## config.mk

```make
export PLATFORM = sky130hd
export DESIGN_NAME = half_duplex_uart_if
export DESIGN_NICKNAME = d
export VERILOG_FILES = /design/src/rtl/uart_pkg.sv /design/src/rtl/uart_bit_timer.sv /design/src/rtl/half_duplex_uart_if.sv
export SDC_FILE = /design/constraint.sdc
export NUM_CORES = 1
export LEC_CHECK = 0
export BUFFER_PORTS_ARGS = -buffer_cell sky130_fd_sc_hd__buf_2
export CORE_UTILIZATION = 50
export CTS_CLUSTER_SIZE = 28
export DETAILED_ROUTE_END_ITERATION = 12
export GPL_TIMING_DRIVEN = 0
export HOLD_SLACK_MARGIN = 0.03
export PLACE_DENSITY = 0.68
export SKIP_LAST_GASP = 1
export SYNTH_ARGS = -nofsm -noshare
export SYNTH_HDL_FRONTEND = slang
export SYNTH_SLANG_ARGS = --single-unit
export TNS_END_PERCENT = 50
```

## constraint.sdc

```tcl
create_clock -name clk -period 4.9 [get_ports clk]
set_clock_uncertainty 0.1 [all_clocks]
set_input_delay 0.245 -clock clk [delete_from_list [all_inputs] [get_ports clk]]
set_output_delay 0.245 -clock clk [all_outputs]
set_load 0.01 [all_outputs]
```

## src/rtl/uart_pkg.sv

```systemverilog
// rtl/uart_pkg.sv - shared constants and state encoding for the half-duplex UART front end
package uart_pkg;

    // Bit positions inside statusOut
    localparam int BUFFER_FULL = 0;
    localparam int PARITY_ERR  = 1;
    localparam int OVERRUN     = 2;
    localparam int RX_RUN      = 5;
    localparam int TX_PENDING  = 6;
    localparam int TX_RUN      = 7;

    // Frame shape: 1 start, DATA_BITS data (LSB first), even parity, STOP_BITS stop
    localparam int DATA_BITS = 8;
    localparam int STOP_BITS = 2;

    typedef enum logic [2:0] {
        IDLE,
        START,
        DATA,
        PARITY,
        STOP
    } uartState_t;

    // Even parity bit for a byte: makes the total number of ones even
    function automatic logic evenParity(input logic [7:0] d);
        return ^d;
    endfunction

endpackage

```

## src/rtl/uart_bit_timer.sv

```systemverilog
// rtl/uart_bit_timer.sv - reloadable bit-period down-counter with end-of-bit and mid-bit ticks
module uart_bit_timer #(
    parameter int DIVIDER_WIDTH = 16
) (
    input  logic                     clk,
    input  logic                     reset,
    input  logic [DIVIDER_WIDTH-1:0] clkPerCycle,
    input  logic                     load,
    input  logic                     startNow,
    input  logic                     run,
    output logic                     bitTick,
    output logic                     midTick
);

    logic [DIVIDER_WIDTH-1:0] remaining;
    logic [DIVIDER_WIDTH-1:0] period;
    logic [DIVIDER_WIDTH-1:0] curRem;
    logic [DIVIDER_WIDTH-1:0] curPer;
    logic                     active;

    // Current-cycle view: load makes the next cycle the first clock of a bit,
    // startNow treats this very cycle as the first clock (used when the receiver
    // has already sampled the start bit on the detecting edge).
    // remaining = period - elapsed, so the middle (period+1)/2 is remaining == period/2.
    always_comb begin
        curRem  = startNow ? clkPerCycle : remaining;
        curPer  = startNow ? clkPerCycle : period;
        active  = startNow | run;
        bitTick = active && (curRem == '0);
        midTick = active && (curRem == (curPer >> 1));
    end

    // Count down inside a bit, reload the latched period at each bit boundary
    always_ff @(posedge clk or posedge reset) begin
        if (reset) begin
            remaining <= '0;
            period    <= '0;
        end else if (load) begin
            remaining <= clkPerCycle;
            period    <= clkPerCycle;
        end else if (active) begin
            period    <= curPer;
            remaining <= bitTick ? curPer : curRem - 1'b1;
        end
    end

endmodule

```

## src/rtl/half_duplex_uart_if.sv

```systemverilog
// rtl/half_duplex_uart_if.sv - register-style half-duplex UART with one shared byte buffer
module half_duplex_uart_if
    import uart_pkg::*;
#(
    parameter int DIVIDER_WIDTH = 16
) (
    input  logic                     clk,
    input  logic                     reset,
    input  logic [DIVIDER_WIDTH-1:0] clkPerCycle,
    input  logic [7:0]               dataIn,
    input  logic                     nWeDataIn,
    output logic [7:0]               dataOut,
    input  logic                     nCsDataOut,
    output logic [7:0]               statusOut,
    input  logic                     nCsStatusOut,
    input  logic                     serialIn,
    output logic                     serialOut,
    output logic                     isTx
);

    logic [7:0] buffer;
    logic       bufferFull;
    logic       parityError;
    logic       overrun;
    logic       txPending;
    logic       txArmed;

    uartState_t txState, txNext;
    logic [7:0] txShift;
    logic [2:0] txBitCnt;
    logic       txParity;
    logic       txRun;
    logic       txLoad;
    logic       txBitTick;
    logic       txMidTick;

    uartState_t rxState, rxNext;
    logic [7:0] rxShift;
    logic [2:0] rxBitCnt;
    logic       rxParity;
    logic       rxRun;
    logic       rxDetect;
    logic       rxDone;
    logic       rxBitTick;
    logic       rxMidTick;

    logic       writeReq;

    assign writeReq = !nWeDataIn;
    // txArmed delays the first possible load to two edges after the write,
    // giving the host a window in which bufferFull is visibly set.
    assign txLoad   = txPending && txArmed && !txRun && !rxRun;

    uart_bit_timer #(.DIVIDER_WIDTH(DIVIDER_WIDTH)) txTimer (
        .clk         (clk),
        .reset       (reset),
        .clkPerCycle (clkPerCycle),
        .load        (txLoad),
        .startNow    (1'b0),
        .run         (txRun),
        .bitTick     (txBitTick),
        .midTick     (txMidTick)
    );

    uart_bit_timer #(.DIVIDER_WIDTH(DIVIDER_WIDTH)) rxTimer (
        .clk         (clk),
        .reset       (reset),
        .clkPerCycle (clkPerCycle),
        .load        (1'b0),
        .startNow    (rxDetect),
        .run         (rxRun),
        .bitTick     (rxBitTick),
        .midTick     (rxMidTick)
    );

    // Transmit state register
    always_ff @(posedge clk or posedge reset) begin
        if (reset) txState <= IDLE;
        else       txState <= txNext;
    end

    // Transmit next state: one state per frame field, advancing on bit boundaries
    always_comb begin
        txNext = txState;
        case (txState)
            IDLE:    if (txLoad) txNext = START;
            START:   if (txBitTick) txNext = DATA;
            DATA:    if (txBitTick && txBitCnt == 3'(DATA_BITS - 1)) txNext = PARITY;
            PARITY:  if (txBitTick) txNext = STOP;
            STOP:    if (txBitTick && txBitCnt == 3'(STOP_BITS - 1)) txNext = IDLE;
            default: txNext = IDLE;
        endcase
    end

    // Transmit outputs: line level for the current field, drive enable while busy
    always_comb begin
        txRun = (txState != IDLE);
        isTx  = txRun;
        case (txState)
            START:   serialOut = 1'b0;
            DATA:    serialOut = txShift[0];
            PARITY:  serialOut = txParity;
            default: serialOut = 1'b1;
        endcase
    end

    // Transmit datapath: shift out LSB first, accumulate parity as each bit goes out
    always_ff @(posedge clk or posedge reset) begin
        if (reset) begin
            txShift  <= '0;
            txBitCnt <= '0;
            txParity <= 1'b0;
        end else if (txLoad) begin
            txShift  <= buffer;
            txBitCnt <= '0;
            txParity <= 1'b0;
        end else begin
            if (txMidTick && txState == DATA) txParity <= txParity ^ txShift[0];
            if (txBitTick) begin
                if (txState == DATA) txShift <= txShift >> 1;
                txBitCnt <= (txNext != txState) ? 3'd0 : txBitCnt + 3'd1;
            end
        end
    end

    // Receive state register
    always_ff @(posedge clk or posedge reset) begin
        if (reset) rxState <= IDLE;
        else       rxState <= rxNext;
    end

    // Receive next state: start bit re-checked at mid-bit to reject glitches;
    // the frame ends after the first stop bit so the line can turn around early.
    always_comb begin
        rxNext = rxState;
        case (rxState)
            IDLE:    if (rxDetect) rxNext = rxBitTick ? DATA : START;
            START:   if (rxMidTick && serialIn) rxNext = IDLE;
                     else if (rxBitTick) rxNext = DATA;
            DATA:    if (rxBitTick && rxBitCnt == 3'(DATA_BITS - 1)) rxNext = PARITY;
            PARITY:  if (rxBitTick) rxNext = STOP;
            STOP:    if (rxBitTick) rxNext = IDLE;
            default: rxNext = IDLE;
        endcase
    end

    // Receive outputs: busy flag, start detection (muted while we drive the line), completion
    always_comb begin
        rxRun    = (rxState != IDLE);
        rxDetect = (rxState == IDLE) && !txRun && !serialIn;
        rxDone   = (rxState == STOP) && rxBitTick;
    end

    // Receive datapath: sample data and parity at mid-bit
    always_ff @(posedge clk or posedge reset) begin
        if (reset) begin
            rxShift  <= '0;
            rxBitCnt <= '0;
            rxParity <= 1'b0;
        end else begin
            if (rxDetect) rxBitCnt <= '0;
            if (rxState == DATA && rxMidTick) rxShift <= {serialIn, rxShift[7:1]};
            if (rxState == DATA && rxBitTick) rxBitCnt <= rxBitCnt + 3'd1;
            if (rxState == PARITY && rxMidTick) rxParity <= serialIn;
        end
    end

    // Shared buffer and status flags; later statements take priority
    // (host write beats an rx byte on the same edge, error sets beat the status-read clear).
    always_ff @(posedge clk or posedge reset) begin
        if (reset) begin
            buffer      <= '0;
            bufferFull  <= 1'b0;
            parityError <= 1'b0;
            overrun     <= 1'b0;
            txPending   <= 1'b0;
            txArmed     <= 1'b0;
        end else begin
            txArmed <= txPending && !txLoad;
            if (!nCsStatusOut) begin
                parityError <= 1'b0;
                overrun     <= 1'b0;
            end
            if (!nCsDataOut && !txPending) bufferFull <= 1'b0;
            if (rxDone) begin
                if (writeReq || bufferFull) begin
                    overrun <= 1'b1;
                end else begin
                    buffer     <= rxShift;
                    bufferFull <= 1'b1;
                    if (evenParity(rxShift) != rxParity) parityError <= 1'b1;
                end
            end
            if (writeReq) begin
                if (bufferFull) begin
                    overrun <= 1'b1;
                end else begin
                    buffer     <= dataIn;
                    bufferFull <= 1'b1;
                    txPending  <= 1'b1;
                end
            end
            if (txLoad) begin
                bufferFull <= 1'b0;
                txPending  <= 1'b0;
            end
        end
    end

    // Register views for the host
    always_comb begin
        dataOut                = buffer;
        statusOut              = '0;
        statusOut[BUFFER_FULL] = bufferFull;
        statusOut[PARITY_ERR]  = parityError;
        statusOut[OVERRUN]     = overrun;
        statusOut[RX_RUN]      = rxRun;
        statusOut[TX_PENDING]  = txPending;
        statusOut[TX_RUN]      = txRun;
    end

endmodule

```

==> results.md <==
Critical path:
- Tracing the worst setup path back leads to its startpoint at txState[0]$_DFF_PP0_.
- Counting buffers and inverters, the worst setup path is 14 cells deep.
- The critical register-to-register path endpoint is bufferFull$_DFF_PP0_.
- The critical path endpoint category is a flop.
- The maximum net fanout on the critical path is 10.
- The slowest stage of the critical path belongs to the cell sky130_fd_sc_hd__dfrtp_1.
- The critical path goes through clkbuf_1 -> nor3_4 -> inv_2 -> nor3_4 -> buf_4 -> buf_2 -> mux2i_1 -> ha_2 -> nand4_1 -> mux2_2 -> nor2_2 -> buf_4 -> nand2_1 -> a211oi_1.
- The startpoint-to-endpoint class of the critical path is flop to flop.
- The peak per-stage delay on the critical path is 0.41 ns.
- The required arrival time at the worst endpoint is 5.06 ns.
- The setup slack of the worst register-to-register path is 0.32 ns.
- The length in cells of the worst reg-to-reg path is 14.
- The most critical setup path has its endpoint at bufferFull$_DFF_PP0_.
- At the worst endpoint, the arrival time is 4.73 ns.
- The origin of the critical flop-to-flop path is txState[0]$_DFF_PP0_.
- Together, buffers and inverters on the worst path number 5.
- The worst setup path is launched from a flop.
- The kind of cell with the highest combined delay along the critical path is simple AND/OR/NAND/NOR gates.

Flow run:
- The number of violations of the max-capacitance limit is 0.

Synth:
- The share of flip-flops with an asynchronous set or reset after synthesis is 1.00.
- The number of enable-type register cells in the synthesized netlist is 0.
- By area the synthesized netlist is led by sky130_fd_sc_hd__dfrtp_1, sky130_fd_sc_hd__nand2_1, sky130_fd_sc_hd__o21ai_0.
- The Yosys step of the flow raised 0 warnings.
- Among all flip-flop cells after synthesis, the most frequent one is sky130_fd_sc_hd__dfrtp_1.
- The sequential fraction of the synthesis area is 0.409.
- The top cell type by total area after synthesis is sky130_fd_sc_hd__dfrtp_1.
- The average footprint of a synthesized cell is 8.79 sq um.
- In this run, distinct cell masters in the synthesized netlist total 76.
- The area of the mapped netlist is 6550 sq um.
- The number of register bits inferred by synthesis is 107.
- After technology mapping, the gate count stands at 745.
- The share of the synthesized area in the top cell type is 0.409.

Timing:
- Once routing completed, OpenROAD measured the worst setup slack at 0.324 ns.
- The final clock period utilization by the worst path is 0.934.
- The final critical-path required period is 4.58 ns.
- At the pin with the least slew margin, the transition time is 0.884 ns.
- The count of pins over their slew limit came to 0.
- Timing would allow up to 219 MHz.
- Setup repair after global routing left no endpoint under its margin.
- Headroom to the max-slew limit came out at 0.407.
- Setup violations remaining at the end of the flow were counted as 0.
- The final hold violation count is 0.

Cells and area:
- The core occupancy in the finished layout is 0.583.
- The ratio of cells with drive above 1 in the final layout is 0.138.
- The antenna diode instance count is 0.
- The final cell count without fillers is 981.
- The count of nets after finishing is 842.
- The post-synthesis to final-layout area growth is 12.8%.
- After routing the design area is 7380 sq um.

Detailed routing:
- The initial detailed-routing violation count is 665.
- Across all layers, the routed design uses 5,976 vias.
- The total length of routed wires is 20,600 um.
- The number of remaining DRC errors is 0.
- The via count normalized by instance count is 6.09.
- For this run, the detailed router's first-pass iteration total came to 5.
- The count of nets left with antenna violations once routing finished came out at 0.
- The average wire per standard cell is 21.0 um.

Clocking:
- The clock insertion delay at the later pin of the skew report is 0.36 ns.
- The number of post-CTS setup repair buffers is 0.
- In this run, CTS created clock tree buffers numbering 9.
- The number of sinks driven by the clock tree is 107.
- TritonCTS built the clock tree.
- In this run the number of H-tree levels came out at 3.
- The cell sitting at the root of the clock tree is a sky130_fd_sc_hd__clkbuf_16.
- The clock passes through at most 2 buffers.
- After clock tree synthesis, the clock-pin slew on the worst setup and hold paths is 0.07 ns.

GRT:
- Entering global routing, the biggest net connects 69 pins.
- Across every metal layer, demand over resource in global routing totals 0.322.
- The remaining global-route overflow is 0.
- The number of global-route vias before repair was 5,830.
- The wire length of the first global-routing pass is 32,300 um.
- The initial antenna violation count is 0.

Placement:
- The placed cell count is 957.
- The standard cell area after detailed placement is 6990 sq um.
- The final HPWL from detailed placement is 15,100 um.
- Timing analysis after detailed placement gives a worst setup slack of -0.0590 ns.
- The routability-driven placement congestion ratio is 0.958.
- The count of port buffers added during placement is 38.

Floorplanning:
- The die is 116 um tall.
- The floorplan row count is 41.
- 48 I/O pins were placed.
- The die covers 13,600 sq um.
- The floorplan step defined a core boundary enclosing 12,700 sq um.
- The horizontal die dimension is 116 um.
- The starting utilization of the core area is 0.517.

Outcome:
- The flow ran to the end, and the final reports show no timing, DRC or antenna violations.

Power:
- In this run the static leakage power is 3.09 nW.
- The largest voltage drop on the vdd net is 214 uV.
- In this run the power density over the cells is 302 nW/um^2.

Min path:
- The worst hold-check path type is input pin to flop.
## worst min-delay path by stage
stage                  from                            end  slack (ns)  depth (start not counted)
2_1_floorplan     dataIn[0]           dataOut[0]$_DFF_PP0_        0.26                          2
3_3_place_gp      dataIn[6]           dataOut[6]$_DFF_PP0_        0.35                          3
3_5_place_dp          reset  txTimer.period[2]$_DFFE_PP0P_        0.24                          2
4_1_cts        nCsStatusOut          parityError$_DFF_PP0_        0.03                          2
5_1_grt        nCsStatusOut              overrun$_DFF_PP0_        0.04                          3
6_report       nCsStatusOut              overrun$_DFF_PP0_        0.04                          3
## cells in the final DEF, fill, tap and decap left out, types with 4 or more instances in the layout
cell type | Yosys | layout
sky130_fd_sc_hd__a21oi_1 | 24 | 24
sky130_fd_sc_hd__nand2_1 | 117 | 117
sky130_fd_sc_hd__o21ai_1 | 7 | 7
sky130_fd_sc_hd__clkbuf_16 | 0 | 9
sky130_fd_sc_hd__a31oi_1 | 8 | 8
sky130_fd_sc_hd__nor2_1 | 53 | 53
sky130_fd_sc_hd__ha_1 | 8 | 7
sky130_fd_sc_hd__dfrtp_1 | 107 | 107
sky130_fd_sc_hd__mux2i_1 | 24 | 24
sky130_fd_sc_hd__nor3b_1 | 5 | 5
sky130_fd_sc_hd__xor2_1 | 11 | 11
sky130_fd_sc_hd__o211ai_1 | 11 | 11
sky130_fd_sc_hd__nor4_1 | 12 | 12
sky130_fd_sc_hd__nand2b_1 | 6 | 6
sky130_fd_sc_hd__mux2_2 | 13 | 13
sky130_fd_sc_hd__buf_2 | 8 | 46
sky130_fd_sc_hd__a22o_1 | 4 | 4
sky130_fd_sc_hd__or2_2 | 5 | 5
sky130_fd_sc_hd__clkbuf_1 | 29 | 29
sky130_fd_sc_hd__o221ai_1 | 6 | 6
sky130_fd_sc_hd__inv_1 | 27 | 26
sky130_fd_sc_hd__o21ai_0 | 62 | 62
sky130_fd_sc_hd__nor4b_1 | 4 | 4
sky130_fd_sc_hd__nor3_1 | 18 | 18
sky130_fd_sc_hd__o22ai_1 | 7 | 7
sky130_fd_sc_hd__buf_4 | 11 | 11
sky130_fd_sc_hd__o2bb2ai_1 | 4 | 4
sky130_fd_sc_hd__nand3_1 | 20 | 20
sky130_fd_sc_hd__xnor2_1 | 35 | 35
sky130_fd_sc_hd__a211oi_1 | 8 | 8
sky130_fd_sc_hd__or3_1 | 6 | 6
sky130_fd_sc_hd__dlygate4sd3_1 | 0 | 9
sky130_fd_sc_hd__nand4_1 | 11 | 11
## where the power goes
part	switching, W	internal, W
sequential	0.0000889	0.000959
clock	0.000352	0.000365
combinational	0.000275	0.000189
## synth_stat cells, types with 12 or more instances
master / count
sky130_fd_sc_hd__nor3_1: 18
sky130_fd_sc_hd__inv_1: 27
sky130_fd_sc_hd__nand3_1: 20
sky130_fd_sc_hd__a21oi_1: 24
sky130_fd_sc_hd__o21ai_0: 62
sky130_fd_sc_hd__nor2_1: 53
sky130_fd_sc_hd__nand2_1: 117
sky130_fd_sc_hd__xnor2_1: 35
sky130_fd_sc_hd__mux2i_1: 24
sky130_fd_sc_hd__clkbuf_1: 29
sky130_fd_sc_hd__dfrtp_1: 107
sky130_fd_sc_hd__nor4_1: 12
sky130_fd_sc_hd__mux2_2: 13
## sequential cells by signal, indices dropped and copies added (netlist names), 3 cells and up
name,count
rxState,3
txBitCnt,3
txState,3
dataOut,8
rxTimer.remaining,16
txShift,8
rxShift,8
txTimer.period,16
rxBitCnt,3
rxTimer.period,16
txTimer.remaining,16
## layer usage
metal  up-vias  part of all wire  GRT usage
li1       2793                 -          -
met1      2887              0.43      0.421
met2       244              0.48      0.535
met3        52             0.059     0.0571
met4         0             0.030      0.118
met5         -                 0          0
## cell families (layout without fill, tap and decap cells)
group	count (synthesis)	after routing	share of synthesized area
fa+ha+maj	8	8	0.0153
flops	107	107	0.409
compound gates	181	181	0.182
mux	39	39	0.0642
simple gates	282	282	0.211
buf+inv	81	144	0.0566
xor+xnor	46	46	0.0615
other cells	1	2	0.000573
## per-stage QoR
step	total power (W)	setup TNS, ns	hold slack, ns
after floorplan	0.00134	0	0.262
after global placement	0.00150	0	0.354
after detailed placement	0.00151	-0.0842	0.242
after CTS	0.00223	0	0.0332
after global routing	0.00233	0	0.0424
final	0.00223	0	0.0362
## timing repair
item / CTS / global route
hold endpoints to repair: 47 / 0
hold buffers: 9 / 0
resized for setup: 2 / 2
endpoints found under the setup margin: 3 / 30
pin swaps: 0 / 0
## cell type report
class	count	area, sq um
Buffer	51	258
Clock buffer	10	239
Clock inverter	6	50.0
Fill cell	1174	5290
Inverter	29	111
Multi-Input combinational cell	558	3530
Sequential cell	107	2680
Tap cell	172	215
Timing Repair Buffer	48	308
## worst register-to-register path, stage by stage, from the launching register on
cell and delay (ns):
sky130_fd_sc_hd__dfrtp_1 0.41, sky130_fd_sc_hd__clkbuf_1 0.24, sky130_fd_sc_hd__nor3_4 0.39, sky130_fd_sc_hd__inv_2 0.21, sky130_fd_sc_hd__nor3_4 0.37, sky130_fd_sc_hd__buf_4 0.26
sky130_fd_sc_hd__buf_2 0.31, sky130_fd_sc_hd__mux2i_1 0.33, sky130_fd_sc_hd__ha_2 0.35, sky130_fd_sc_hd__nand4_1 0.12, sky130_fd_sc_hd__mux2_2 0.40, sky130_fd_sc_hd__nor2_2 0.37
sky130_fd_sc_hd__buf_4 0.28, sky130_fd_sc_hd__nand2_1 0.07, sky130_fd_sc_hd__a211oi_1 0.26
Note: power is estimated with default switching activity, not from simulation.
